--- src/rtl/axis_pkt_gen.sv ---
// AXI-stream frame source: sends pkt_count frames of pkt_len bytes carrying a
// seeded incrementing byte pattern, honouring tready backpressure.
module axis_pkt_gen #(
  parameter int DATA_WIDTH = 64,
  parameter int KEEP_WIDTH = DATA_WIDTH / 8,
  parameter int LEN_WIDTH  = 16,
  parameter int CNT_WIDTH  = 16
) (
  input  logic                  clk,
  input  logic                  rst,
  input  logic                  start,
  input  logic [LEN_WIDTH-1:0]  pkt_len,
  input  logic [CNT_WIDTH-1:0]  pkt_count,
  input  logic [7:0]            seed,
  output logic                  m_axis_tvalid,
  input  logic                  m_axis_tready,
  output logic [DATA_WIDTH-1:0] m_axis_tdata,
  output logic [KEEP_WIDTH-1:0] m_axis_tkeep,
  output logic                  m_axis_tlast,
  output logic                  busy,
  output logic                  done,
  output logic [CNT_WIDTH-1:0]  frame_cnt
);

  localparam logic [1:0] S_IDLE = 2'd0;
  localparam logic [1:0] S_SEND = 2'd1;
  localparam logic [1:0] S_FIN  = 2'd2;

  localparam logic [LEN_WIDTH-1:0] KW_L = LEN_WIDTH'(KEEP_WIDTH);
  localparam logic [7:0]           KW_B = 8'(KEEP_WIDTH);

  logic [1:0]           state;
  logic [LEN_WIDTH-1:0] len_q;
  logic [LEN_WIDTH-1:0] rem_q;   // bytes left in the frame, counting the beat on the bus
  logic [CNT_WIDTH-1:0] cnt_q;
  logic [7:0]           frame_base;
  logic [7:0]           beat_base;

  logic                 hs;
  logic                 last_frame;
  logic                 load_beat;
  logic                 clear_beat;
  logic [7:0]           nxt_base;
  logic [LEN_WIDTH-1:0] nxt_rem;

  function automatic logic [DATA_WIDTH-1:0] beat_data(input logic [7:0] b,
                                                      input logic [LEN_WIDTH-1:0] r);
    logic [DATA_WIDTH-1:0] d;
    d = '0;
    for (int i = 0; i < KEEP_WIDTH; i++) begin
      if (LEN_WIDTH'(i) < r) d[i*8 +: 8] = b + 8'(i);
    end
    return d;
  endfunction

  function automatic logic [KEEP_WIDTH-1:0] beat_keep(input logic [LEN_WIDTH-1:0] r);
    logic [KEEP_WIDTH-1:0] k;
    k = '0;
    for (int i = 0; i < KEEP_WIDTH; i++) begin
      k[i] = (LEN_WIDTH'(i) < r);
    end
    return k;
  endfunction

  // Handshake rules: a beat transfers on a cycle where tvalid && tready; while
  // tvalid is high and tready low, tdata/tkeep/tlast are held and tvalid stays high.
  assign hs         = m_axis_tvalid && m_axis_tready;
  assign last_frame = (frame_cnt == cnt_q - CNT_WIDTH'(1));

  always_comb begin
    nxt_base   = beat_base + KW_B;
    nxt_rem    = rem_q - KW_L;
    load_beat  = 1'b0;
    clear_beat = 1'b0;
    if (state == S_IDLE) begin
      nxt_base  = seed;
      nxt_rem   = pkt_len;
      load_beat = start && (pkt_len != '0) && (pkt_count != '0);
    end else if (state == S_SEND) begin
      if (m_axis_tlast) begin
        nxt_base = frame_base + 8'd1;
        nxt_rem  = len_q;
      end
      load_beat  = hs && !(m_axis_tlast && last_frame);
      clear_beat = hs && m_axis_tlast && last_frame;
    end
  end

  always_ff @(posedge clk) begin
    if (rst || clear_beat) begin
      m_axis_tvalid <= 1'b0;
      m_axis_tdata  <= '0;
      m_axis_tkeep  <= '0;
      m_axis_tlast  <= 1'b0;
      beat_base     <= '0;
      rem_q         <= '0;
    end else if (load_beat) begin
      m_axis_tvalid <= 1'b1;
      m_axis_tdata  <= beat_data(nxt_base, nxt_rem);
      m_axis_tkeep  <= beat_keep(nxt_rem);
      m_axis_tlast  <= (nxt_rem <= KW_L);
      beat_base     <= nxt_base;
      rem_q         <= nxt_rem;
    end
  end

  always_ff @(posedge clk) begin
    if (rst) begin
      state      <= S_IDLE;
      busy       <= 1'b0;
      done       <= 1'b0;
      frame_cnt  <= '0;
      len_q      <= '0;
      cnt_q      <= '0;
      frame_base <= '0;
    end else begin
      case (state)
        S_IDLE: begin
          if (start) begin
            len_q      <= pkt_len;
            cnt_q      <= pkt_count;
            frame_base <= seed;
            frame_cnt  <= '0;
            busy       <= 1'b1;
            state      <= load_beat ? S_SEND : S_FIN;
          end
        end
        S_SEND: begin
          if (hs && m_axis_tlast) begin
            frame_cnt <= frame_cnt + CNT_WIDTH'(1);
            if (last_frame) begin
              state <= S_FIN;
              busy  <= 1'b0;
              done  <= 1'b1;
            end else begin
              frame_base <= nxt_base;
            end
          end
        end
        S_FIN: begin
          // An empty run enters FIN with done low and spends one extra cycle here.
          if (done) begin
            done  <= 1'b0;
            state <= S_IDLE;
          end else begin
            done <= 1'b1;
            busy <= 1'b0;
          end
        end
        default: state <= S_IDLE;
      endcase
    end
  end

endmodule

--- config.mk ---
export PLATFORM = sky130hd
export DESIGN_NAME = axis_pkt_gen
export DESIGN_NICKNAME = d
export VERILOG_FILES = /design/src/rtl/axis_pkt_gen.sv
export SDC_FILE = /design/constraint.sdc
export NUM_CORES = 1
export LEC_CHECK = 0
export CAP_MARGIN = 20
export CELL_PAD_IN_SITES_DETAIL_PLACEMENT = 0
export CELL_PAD_IN_SITES_GLOBAL_PLACEMENT = 2
export CORE_ASPECT_RATIO = 1.4
export CORE_MARGIN = 1
export CORE_UTILIZATION = 29
export DETAILED_ROUTE_END_ITERATION = 7
export PLACE_DENSITY = 0.8
export SYNTH_ARGS = -nofsm -noshare
export SYNTH_HDL_FRONTEND = slang
export SYNTH_SLANG_ARGS = --single-unit
--- constraint.sdc ---
create_clock -name clk -period 3.2 [get_ports clk]
set_input_delay 0.8 -clock clk [delete_from_list [all_inputs] [get_ports clk]]
set_output_delay 0.8 -clock clk [all_outputs]
set_load 0.1 [all_outputs]
; ---- Yosys cells after proc, flatten, opt, wreduce, memory -nomap -nowiden
; Index checks and enable logic that the tools add are counted.
[op_classes]
addsub = 12
order_cmp = 9
n_eq_ne = 9
n_mux = 40
reduce_logical = 21
[ops]
columns = operator, n
row1 = 2-to-1 mux 8 bit, 14
row2 = 2-to-1 mux 16 bit, 5
row3 = "< comparator 3 x 16 -> 1 bit, first input constant", 4
row4 = "adder 8 x 3 -> 8 bit, second input constant", 4
row5 = "< comparator 1 x 16 -> 1 bit, first input constant", 2
row6 = "< comparator 2 x 16 -> 1 bit, first input constant", 2
row7 = case mux 16 bit (2 select lines), 1
row8 = nonzero test 16 bit, 2
row9 = "adder 16 x 1 -> 16 bit, second input constant", 1
row10 = "adder 8 x 1 -> 8 bit, second input constant", 2
row11 = "adder 8 x 2 -> 8 bit, second input constant", 2
row12 = equality test 16 bit, 1
row13 = "less-or-equal comparator 16 x 4 -> 1 bit, second input constant", 1
row14 = case mux 8 bit (2 select lines), 1
row15 = "subtractor 16 x 1 -> 16 bit, second input constant", 1
row16 = "subtractor 16 x 4 -> 16 bit, second input constant", 1
row17 = 2-to-1 mux 1 bit, 11
row18 = 2-to-1 mux 2 bit, 5
row19 = "!= test 2 bit, second input constant", 5
row20 = "adder 8 x 4 -> 8 bit, second input constant", 1
row21 = AND reduction 4 bit, 2
row22 = logical AND 1 bit, 7
row23 = case mux 2 bit (3 select lines), 1
row24 = AND reduction 3 bit, 2
row25 = 12 further kinds, 13
[word_totals]
regBits = 158
in_bits = 44
word_cells = 104

; ---- Longest topological paths before layout
[logic_depth]
depth_word = 10
mapped_depth = 18
mapped_depth_nobuf = 13

; ---- Worst setup path after synthesis
; Ideal clock, no wire load.
[synth_path]
path_type = reg2reg
startpoint = register m_axis_tlast
endpoint = register m_axis_tdata[30]
t_arrival_ns = 3.510
required_time_ns = 3.130
path_slack_ns = -0.380
path_stages_with_launch = 15
period_less_slack_ns = 3.580
path_cell_list = dfxtp_1 > nand2_1 > clkbuf_1 > clkbuf_1 > a21oi_1 > o21a_1 > clkbuf_1 > inv_1 > ha_1 > clkbuf_1 > nor2b_1 > and3_1 > xnor2_1 > nand3_1 > a21oi_1
[synth_between]
elab_chain_len = 5
word_cells_on_any_way = 19
classes_between = add/sub: 1 / order compare: 1 / mux: 11 / reduce/logical: 6
[synth_lines]
columns = item, line
row1 = start: declaration, 19  ; output logic m_axis_tlast,
row2 = start signal: assignment, 101  ; m_axis_tlast <= (nxt_rem <= KW_L);
row3 = 2-to-1 mux 8 bit, 80  ; if (m_axis_tlast) begin
row4 = 2-to-1 mux 8 bit, 79  ; end else if (state == S_SEND) begin
row5 = 2-to-1 mux 8 bit, 75  ; if (state == S_IDLE) begin
row6 = net nxt_base[2], 43  ; logic [7:0] nxt_base;
row7 = adder 8 x 2 -> 8 bit, 51  ; if (LEN_WIDTH'(i) < r) d[i*8 +: 8] = b + 8'(i);
row8 = 2-to-1 mux 8 bit, 51
row9 = end signal: assignment, 99  ; m_axis_tdata <= beat_data(nxt_base, nxt_rem);
row10 = end: declaration, 17  ; output logic [DATA_WIDTH-1:0] m_axis_tdata,
; The timed path passes the listed nets, and every way through them passes these cells.
; A chain may end at the register's enable or synchronous reset.

; ---- Worst setup path after layout
[layout_path]
startpoint = register cnt_q[1]
endpoint = register m_axis_tdata[49]
[layout_between]
elab_chain_len = 7
word_cells_on_any_way = 11
classes_between = add/sub: 1 / eq/ne: 1 / mux: 4 / reduce/logical: 5
[layout_lines]
columns = item, line
row1 = start: declaration, 35  ; logic [CNT_WIDTH-1:0] cnt_q;
row2 = start signal: assignment, 121  ; cnt_q <= pkt_count;
row3 = subtractor 16 x 1 -> 16 bit *, 68  ; assign last_frame = (frame_cnt == cnt_q - CNT_WIDTH'(1));
row4 = equality test 16 bit *, 68
row5 = logical AND 1 bit, 84  ; load_beat = hs && !(m_axis_tlast && last_frame);
row6 = zero test 1 bit, 84
row7 = logical AND 1 bit, 84
row8 = 2-to-1 mux 1 bit, 79
row9 = 2-to-1 mux 1 bit, 75
; Every way passes the cells marked *; elsewhere a longest branch is shown, timed or not.

==> metrics <==
result of the run=complete, no violations; data arrival time of the critical path=3.41 ns; detailed-routing iteration count for the pre-antenna-repair pass=4; number of violations reported at the end of detailed-routing iteration 0=310; net count of the finished layout=1271; share of synthesized area occupied by flip-flops and latches=0.382; wire length of the first global-routing pass=42800 µm; initial antenna violation count=1; class of the tightest hold or removal check=register to register; Max-slew headroom=0.528; placer congestion estimate=0.835; H-tree depth=4; area delta synth->final=35.5%; number of buffers inserted for hold repair after clock tree synthesis=0; total congestion overflow=0; post-detailed-routing wire length=27200 µm; count of final hold-check violations=0; top library cells by usage in the layout, fill and taps aside=sky130_fd_sc_hd__buf_4 (199), sky130_fd_sc_hd__dfxtp_1 (156), sky130_fd_sc_hd__nand2_1 (151); Final TNS setup=0 ns; Seq cells post-synth=158; instance count of the mapped netlist=1007; Setup Skew=0.0114 ns; IR Drop Worst-Case VDD=1.07 mV; global routing usage summed across all routing layers=0.192; top achievable clock speed=0.325 GHz; setup repair after global routing missed its margin=yes; clock latency at the later pin of the worst-skew pair=0.44 ns; endpoint class of the critical path=register; internal reg-to-reg setup slack=0.12 ns; area enclosed by the die boundary=29200 µm²; share of layout cells above drive strength 1=0.230; number of remaining DRC errors=0; startpoint kind of the worst setup timing path=register; CTS Buf Count=17; minimum clock period after layout=3.08 ns; dominant synthesized flop cell=sky130_fd_sc_hd__dfxtp_1; HPWL after detailed placement=20100 µm; area of the core=27800 µm²; vias in the first global route=7693; critical-path maximum fanout=43; Antenna Nets Post-Route=0; worst setup path class=register to register; R2R cell count=11; startpoint of the most critical register-to-register path=cnt_q[1]$_SDFFE_PP0P_; horizontal die dimension=145 µm; number of buffer cells added on primary ports=135; count of boundary I/O pins=136; chip height=202 µm; power density over the cells=1140 nW/µm²; clock edge transition at the registers on the reported setup and hold paths=0.07 ns; pre-CTS setup slack=-0.439 ns; Synthesis Warnings=0; least setup slack across all paths after layout=0.123 ns; Sinks on Clock Net=158; standby leakage power=0.00457 µW; number of vias after detailed routing=7891; syn_area_per_cell=8.22 µm²; crit share post-route=0.962; starting utilization of the core area=0.298; Setup Viol. Count Final=0; proportion of register bits with asynchronous set or reset after synthesis=0; slew at the pin with the worst max-slew slack=0.699 ns; maximum root-to-sink buffer count=2; number of pins with negative max-slew slack in the final report=0; per-cell routed wire length=17.1 µm; Worst EP required=3.54 ns; launching instance or port of the critical path=cnt_q[1]$_SDFFE_PP0P_; EDFF count, synth=0; per-cell via count in the routed design=4.96; TritonCTS clock tree=built; max-capacitance violation count=0; count of unique library cells instantiated by Yosys=80; endpoint of the most critical register-to-register path=m_axis_tdata[49]$_SDFFE_PP0P_; FP Rows=72; worst setup path end=m_axis_tdata[49]$_SDFFE_PP0P_; netlist area before placement=8280 µm²; library cell used as clock root buffer=sky130_fd_sc_hd__clkbuf_16; synthesized netlist net count=1070; most common library cell in the layout ignoring fill and taps=sky130_fd_sc_hd__buf_4; maximum number of pins on one net before global-route repair=44
==> worst max-delay path, stage by stage (launching register included) <==
cell,delay (ns)
sky130_fd_sc_hd__dfxtp_1,0.36
sky130_fd_sc_hd__inv_1,0.07
sky130_fd_sc_hd__ha_1,0.17
sky130_fd_sc_hd__or4b_4,0.49
sky130_fd_sc_hd__or4_4,0.53
sky130_fd_sc_hd__a22oi_2,0.22
sky130_fd_sc_hd__nor4b_4,0.35
sky130_fd_sc_hd__a21o_2,0.22
sky130_fd_sc_hd__buf_4,0.13
sky130_fd_sc_hd__nor2_2,0.04
sky130_fd_sc_hd__buf_12,0.17
sky130_fd_sc_hd__a32o_1,0.21
==> flip-flops by register name, indices dropped and copies added, names as in the netlist, 2 cells and up <==
name / count
beat_base: 8
cnt_q: 16
m_axis_tdata: 64
len_q: 16
rem_q: 16
m_axis_tkeep: 8
state: 2
frame_cnt: 16
frame_base: 8
==> through the flow <==
step,instances,cell area [µm²],utilization,hold slack [ns],total power (µW)
6_report,1591,11200,0.403,0.454,12700
5_1_grt,1590,11200,0.403,0.475,13500
4_1_cts,1583,11100,0.397,0.455,12700
3_5_place_dp,1552,10500,0.376,0.446,10600
3_3_place_gp,1552,10500,0.376,0.442,10600
2_1_floorplan,1007,8290,-,0.430,8380
==> cells in the mapped netlist (all sizes together) (4+ instances only) <==
| cell | number | area share |
|---|---|---|
| o2bb2ai | 34 | 0.036 |
| ha | 19 | 0.029 |
| a21oi | 85 | 0.051 |
| inv | 27 | 0.012 |
| nor3 | 28 | 0.018 |
| nand3 | 32 | 0.020 |
| nor2b | 5 | 0.0038 |
| nor4 | 16 | 0.014 |
| a32o | 12 | 0.015 |
| a211oi | 14 | 0.013 |
| nand4 | 9 | 0.0068 |
| mux2i | 13 | 0.016 |
| and2 | 9 | 0.0068 |
| a311oi | 4 | 0.0042 |
| clkbuf | 40 | 0.018 |
| buf | 26 | 0.017 |
| xor2 | 29 | 0.031 |
| nor2 | 102 | 0.047 |
| or3 | 9 | 0.0068 |
| o31ai | 8 | 0.0089 |
| o211a | 6 | 0.0073 |
| and3 | 16 | 0.012 |
| o21ai | 17 | 0.010 |
| a31oi | 5 | 0.0038 |
| xnor2 | 46 | 0.049 |
| nand2 | 152 | 0.069 |
| dfxtp | 158 | 0.38 |
| or4 | 9 | 0.0082 |
| o211ai | 9 | 0.010 |
==> area by class of cell <==
class | count | area (µm²)
Timing Repair Buffer | 248 | 2040
Clock buffer | 18 | 429
Clock inverter | 13 | 156
Multi-Input combinational cell | 756 | 4860
Tap cell | 370 | 463
Antenna cell | 1 | 2.50
Sequential cell | 158 | 3170
Inverter | 27 | 101
Fill cell | 2862 | 16600
==> worst min-delay path by stage <==
stage                                   from                       endpoint  slack, ns  cells after the start
5_1_grt        m_axis_tdata[37]$_SDFFE_PP0P_  m_axis_tdata[37]$_SDFFE_PP0P_       0.47                      2
4_1_cts                rem_q[1]$_SDFFE_PP0P_          rem_q[1]$_SDFFE_PP0P_       0.45                      2
2_1_floorplan          rem_q[2]$_SDFFE_PP0P_          rem_q[2]$_SDFFE_PP0P_       0.43                      2
3_5_place_dp       beat_base[1]$_SDFFE_PP0P_      beat_base[1]$_SDFFE_PP0P_       0.45                      2
3_3_place_gp          len_q[15]$_SDFFE_PP0P_         len_q[15]$_SDFFE_PP0P_       0.44                      2
6_report       m_axis_tdata[36]$_SDFFE_PP0P_  m_axis_tdata[36]$_SDFFE_PP0P_       0.45                      2
==> what timing repair did <==
item	4_1_cts	5_1_grt
setup buffers	0	7
gates resized for setup	5	18
pin swaps	0	7
endpoints found under the setup margin	29	68
==> cell families (layout without fill, tap and decap cells) <==
group | Yosys count | in the layout | synth area share
compound gates | 235 | 235 | 0.203
xor+xnor | 76 | 76 | 0.0820
fa+ha+maj | 19 | 19 | 0.0287
buf+inv | 93 | 306 | 0.0474
flops | 158 | 158 | 0.382
mux | 16 | 16 | 0.0198
other cells | 0 | 1 | 0
simple gates | 410 | 410 | 0.237
==> power by group <==
part | total [µW] | internal (µW) | switching, µW
Clock | 2080 | 1170 | 915
Sequential | 2950 | 2520 | 430
Combinational | 7710 | 2400 | 5300
Total | 12700 | 6090 | 6650
==> routing by layer <==
metal	up-vias	track usage	routed length, µm
met5	-	0	13
met4	2	0.0639	529
met3	34	0.0329	1100
met2	170	0.324	13200
met1	3695	0.244	12400
li1	3990	-	-
Note: power is estimated with default switching activity, not from simulation.
